--- src/rtl/dff_pipe.sv ---
// dff_pipe: valid/ready register pipeline with bubble collapse,
// flush and beat occupancy counter.
module dff_pipe #(
  parameter int unsigned WIDTH = 8,
  parameter int unsigned DEPTH = 3,
  parameter logic [WIDTH-1:0] RESET_VALUE = '0
) (
  input  logic                           clk,
  input  logic                           reset,
  input  logic                           flush,
  input  logic                           in_valid,
  input  logic [WIDTH-1:0]               in_data,
  output logic                           in_ready,
  output logic                           out_valid,
  output logic [WIDTH-1:0]               out_data,
  input  logic                           out_ready,
  output logic [$clog2(DEPTH+1)-1:0]     count
);

  localparam int CW = $clog2(DEPTH + 1);

  logic [WIDTH-1:0] data_q [DEPTH];
  logic [WIDTH-1:0] data_d [DEPTH];
  logic [DEPTH-1:0] vld_q;
  logic [DEPTH-1:0] vld_d;
  logic [DEPTH-1:0] free;
  logic [CW-1:0]    count_q;
  logic [CW-1:0]    count_d;
  logic             in_hs;
  logic             out_hs;

  // A stage is free if it, or any stage after it, is empty or the
  // output is being drained; accumulate from the tail toward the head.
  always_comb begin
    logic acc;
    acc = out_ready;
    for (int i = DEPTH - 1; i >= 0; i--) begin
      acc     = acc | ~vld_q[i];
      free[i] = acc;
    end
  end

  assign in_ready  = free[0] & ~flush & ~reset;
  assign in_hs     = in_valid & in_ready;
  assign out_valid = vld_q[DEPTH-1];
  assign out_data  = data_q[DEPTH-1];
  assign out_hs    = out_valid & out_ready;
  assign count     = count_q;

  always_comb begin
    vld_d  = vld_q;
    data_d = data_q;
    if (free[0]) begin
      vld_d[0] = in_hs;
      if (in_hs) begin
        data_d[0] = in_data;
      end
    end
    for (int i = 1; i < DEPTH; i++) begin
      if (free[i]) begin
        vld_d[i] = vld_q[i-1];
        if (vld_q[i-1]) begin
          data_d[i] = data_q[i-1];
        end
      end
    end
    // Flush drops every beat but leaves payload registers untouched.
    if (flush) begin
      vld_d  = '0;
      data_d = data_q;
    end
  end

  always_comb begin
    count_d = count_q;
    if (flush) begin
      count_d = '0;
    end else if (in_hs && !out_hs) begin
      count_d = count_q + CW'(1);
    end else if (out_hs && !in_hs) begin
      count_d = count_q - CW'(1);
    end
  end

  always_ff @(posedge clk) begin
    if (reset) begin
      vld_q   <= '0;
      count_q <= '0;
      for (int i = 0; i < DEPTH; i++) begin
        data_q[i] <= RESET_VALUE;
      end
    end else begin
      vld_q   <= vld_d;
      count_q <= count_d;
      data_q  <= data_d;
    end
  end

endmodule
--- config.mk ---
export PLATFORM = sky130hd
export DESIGN_NAME = dff_pipe
export DESIGN_NICKNAME = d
export VERILOG_FILES = /design/src/rtl/dff_pipe.sv
export SDC_FILE = /design/constraint.sdc
export NUM_CORES = 1
export LEC_CHECK = 0
export ABC_AREA = 1
export BUFFER_PORTS_ARGS = -buffer_cell sky130_fd_sc_hd__buf_4
export CORE_UTILIZATION = 50
export DETAILED_ROUTE_END_ITERATION = 10
export GPL_TIMING_DRIVEN = 0
export PLACE_DENSITY = 0.72
export SLEW_MARGIN = 10
export SYNTH_ARGS = -nofsm -noshare
export SYNTH_HDL_FRONTEND = slang
export SYNTH_SLANG_ARGS = --single-unit
--- constraint.sdc ---
create_clock -name clk -period 1.7 [get_ports clk]
set_input_delay 0.17 -clock clk [delete_from_list [all_inputs] [get_ports clk]]
set_output_delay 0.17 -clock clk [all_outputs]
set_load 0.05 [all_outputs]
==> flow_summary.json <==
{
  "outcome": "complete, no violations",
  "cts_max_level": 2,
  "grt_pass1_wl_mm": 3.82,
  "synth_largest_area_cell": "dfxtp_1",
  "min_path_type": "primary input to flip-flop",
  "synthXorXnorAreaFrac": 0.00629,
  "p_int_mw": 0.941,
  "cts_buffers": 5,
  "end_kind": "output port",
  "ant_nets": 0,
  "m1WireLength_mm": 1.06,
  "r2r_setup_slack_ns": 0.22,
  "grt.overflow.total": 0,
  "regToRegStartpoint": "vld_q[1]",
  "syn_to_final_growth_pct": 18.6,
  "grt_max_degree": 11,
  "min_path_cells": 2,
  "syn_area_per_cell_um2": 7.69,
  "synth_fa_ha_area_frac": 0.00898,
  "yosysSeqAreaShare": 0.417,
  "cts_tree": "yes",
  "synth_area_leaders": "dfxtp_1 42%, nand2_1 8.1%, inv_1 7.8%, nor2_2 7.2%, buf_4 4.3%",
  "vias": 1118,
  "worst_pin_slew_ns": 0.231,
  "synthMuxAreaShare": 0,
  "drtIter0Drc": 11,
  "rows": 18,
  "n_antenna_cell": 0,
  "crit_path_start_kind": "flip-flop",
  "clkTransAtPathRegs_ns": 0.09,
  "worst_clock_skew_ns": 0.00549,
  "pwr_density_cell_mw_per_mm2": 754,
  "ys_ff_latch": 29,
  "die-area_mm2": 0.00300,
  "fmax_mhz": 671,
  "pin_count": 25,
  "design.final.nets": 224,
  "synth_cells": 181,
  "slew_violations": 0,
  "ys_warn_count": 0,
  "period_share": 0.877,
  "synthesis.nets": 195,
  "min_from": "reset",
  "rr_endpoint": "count[1]",
  "dr.pass1.iters": 4,
  "portBuffers": 22,
  "p_sw_frac": 0.244,
  "cts.root.buffer_cell": "clkbuf_4",
  "cts.sinks": 29,
  "wl_per_cell_um": 9.65,
  "totalWireLength_mm": 2.32,
  "crit_chain": "nand4_4, buf_6, nand2_1, inv_1, buf_4",
  "synth_compound_area_frac": 0.0683,
  "die_w_um": 54.8,
  "worstSetupPathType": "flip-flop to output port",
  "synthSimpleGateAreaFrac": 0.328,
  "slowest_stage": "dfxtp_1",
  "grt_pass1_vias": 935,
  "combPwrFrac": 0.101,
  "worstPathArrival_ns": 1.32,
  "synth_edf_count": 0,
  "peakVddDrop_v": 0.000542,
  "placed_area_mm2": 0.00160,
  "cts_resized": 0,
  "drc_errors": 0,
  "route.met3.wl_um": 112,
  "final_cell_area_mm2": 0.00165,
  "period_needed_ns": 1.49,
  "crit_fanout": 10,
  "cts_setup_buffers": 0,
  "syn_area_mm2": 0.00139,
  "switchingPower_mw": 0.304,
  "rsz0062_at_grt": "no",
  "cp_slowest_stage_delay_ns": 0.42,
  "final_hold_viol_count": 0,
  "dp_hpwl_mm": 1.81,
  "cp.required_ns": 1.53,
  "clockPowerShare": 0.335,
  "synth_top_area_share": 0.417,
  "seqPwrFrac": 0.563,
  "async_flop_share": 0,
  "worstSkewPairLatency_ns": 0.32,
  "initial_core_util": 0.547,
  "met2_length_mm": 1.10,
  "finalWeightedCongestion": 0.717,
  "nFillCells": 237,
  "viasPerCell": 4.66,
  "drive_gt1_frac": 0.338,
  "worstHoldEndpoint": "out_data[3]",
  "p_leak_nw": 0.776,
  "fin_tns_setup_ns": 0,
  "gr-usage-all-layers": 0.189,
  "synth.distinct_cells": 23,
  "clockBufferDepth": 2,
  "postCtsHoldBufs": 0,
  "synth_flop_cell": "dfxtp_1",
  "path_buf_inv": 3,
  "synth_top_family_by_area": "simple AND/OR/NAND/NOR gates",
  "coreArea_mm2": 0.00254,
  "grt_antenna_before_repair": 0,
  "highest_layer": "met4",
  "setup_violations": 0,
  "die_h_um": 54.8,
  "ff2ff_path_depth": 9,
  "drv_cap": 0,
  "max-slew-margin-rel": 0.846,
  "critPathTopFamily": "flip-flops"
}
[worst max-delay path by stage]
stage               slack, ns  cells after the start       end  startpoint
finish                   0.21                      5  in_ready    vld_q[1]
detailed placement       0.22                      8  count[1]    vld_q[1]
global placement         0.27                      8  count[1]    vld_q[1]
floorplan                0.14                      8  count[1]    vld_q[2]
CTS                      0.18                      5  in_ready    vld_q[1]
global route             0.05                      9  count[1]    vld_q[1]
[registers in the layout, indices dropped and copies added, names as in the netlist]
register,cells
vld_q,3
out_data,8
data_q,16
count,2
[Yosys cell counts (2+ instances only)]
master / instances
o21ai_1: 8
nor2_2: 16
nor2_1: 14
nand4_1: 7
inv_2: 4
buf_4: 8
buf_6: 3
inv_1: 29
nand3_1: 9
a21oi_1: 11
nand2_1: 30
nor2_4: 2
nand2_4: 2
dfxtp_1: 29
[cells in the final DEF, fill, tap and decap left out, types with 2 or more instances in the layout]
cell,count
buf_6,3
nand4_1,7
nor2_2,16
a21oi_1,11
buf_4,30
nand2_1,30
nor2_1,14
o21ai_1,8
nand3_1,9
nor2_4,2
inv_2,4
clkbuf_4,6
inv_1,29
dfxtp_1,28
nand2_4,2
[power groups by stage]
stage	logic (mW)	registers [mW]	clock network, mW
floorplan	0.0857	0.719	0
global placement	0.123	0.716	0
detailed placement	0.127	0.717	0
CTS	0.127	0.701	0.430
global route	0.142	0.703	0.456
finish	0.126	0.701	0.417
[final cells by class]
class | count | area [um2] | area share
well taps | 30 | 37.5 | 0.0227
multi-input cells | 105 | 573 | 0.347
flip-flops and latches | 29 | 582 | 0.352
plain buffers | 13 | 106 | 0.0644
repair buffers | 22 | 165 | 0.100
clock buffers | 7 | 55.1 | 0.0333
inverters | 34 | 133 | 0.0803
[metrics by stage]
| step | utilization | setup WS [ns] | instances | total power, mW | hold slack (ns) |
|---|---|---|---|---|---|
| 2_1_floorplan | - | 0.143 | 181 | 0.805 | 0.375 |
| 4_1_cts | 0.649 | 0.183 | 240 | 1.26 | 0.0520 |
| 6_report | 0.649 | 0.209 | 240 | 1.24 | 0.0667 |
| 5_1_grt | 0.649 | 0.0469 | 240 | 1.30 | 0.0551 |
| 3_3_place_gp | 0.627 | 0.274 | 233 | 0.839 | 0.397 |
| 3_5_place_dp | 0.627 | 0.217 | 233 | 0.844 | 0.402 |
[kinds of logic after synthesis]
| kind of cell | after synthesis |
|---|---|
| adders and majority gates | 1 |
| AOI/OAI and AO/OA | 19 |
| and+or+nand+nor | 84 |
| buffers and inverters | 47 |
| DFF | 29 |
| xor gates and xnor gates | 1 |
[per-layer routing]
metal | vias up | global-route usage
met4 | 0 | 0.103
met2 | 24 | 0.305
li1 | 607 | -
met5 | - | 0
met3 | 4 | 0.0750
met1 | 483 | 0.209
No activity file was read; power rests on OpenSTA's default activity.
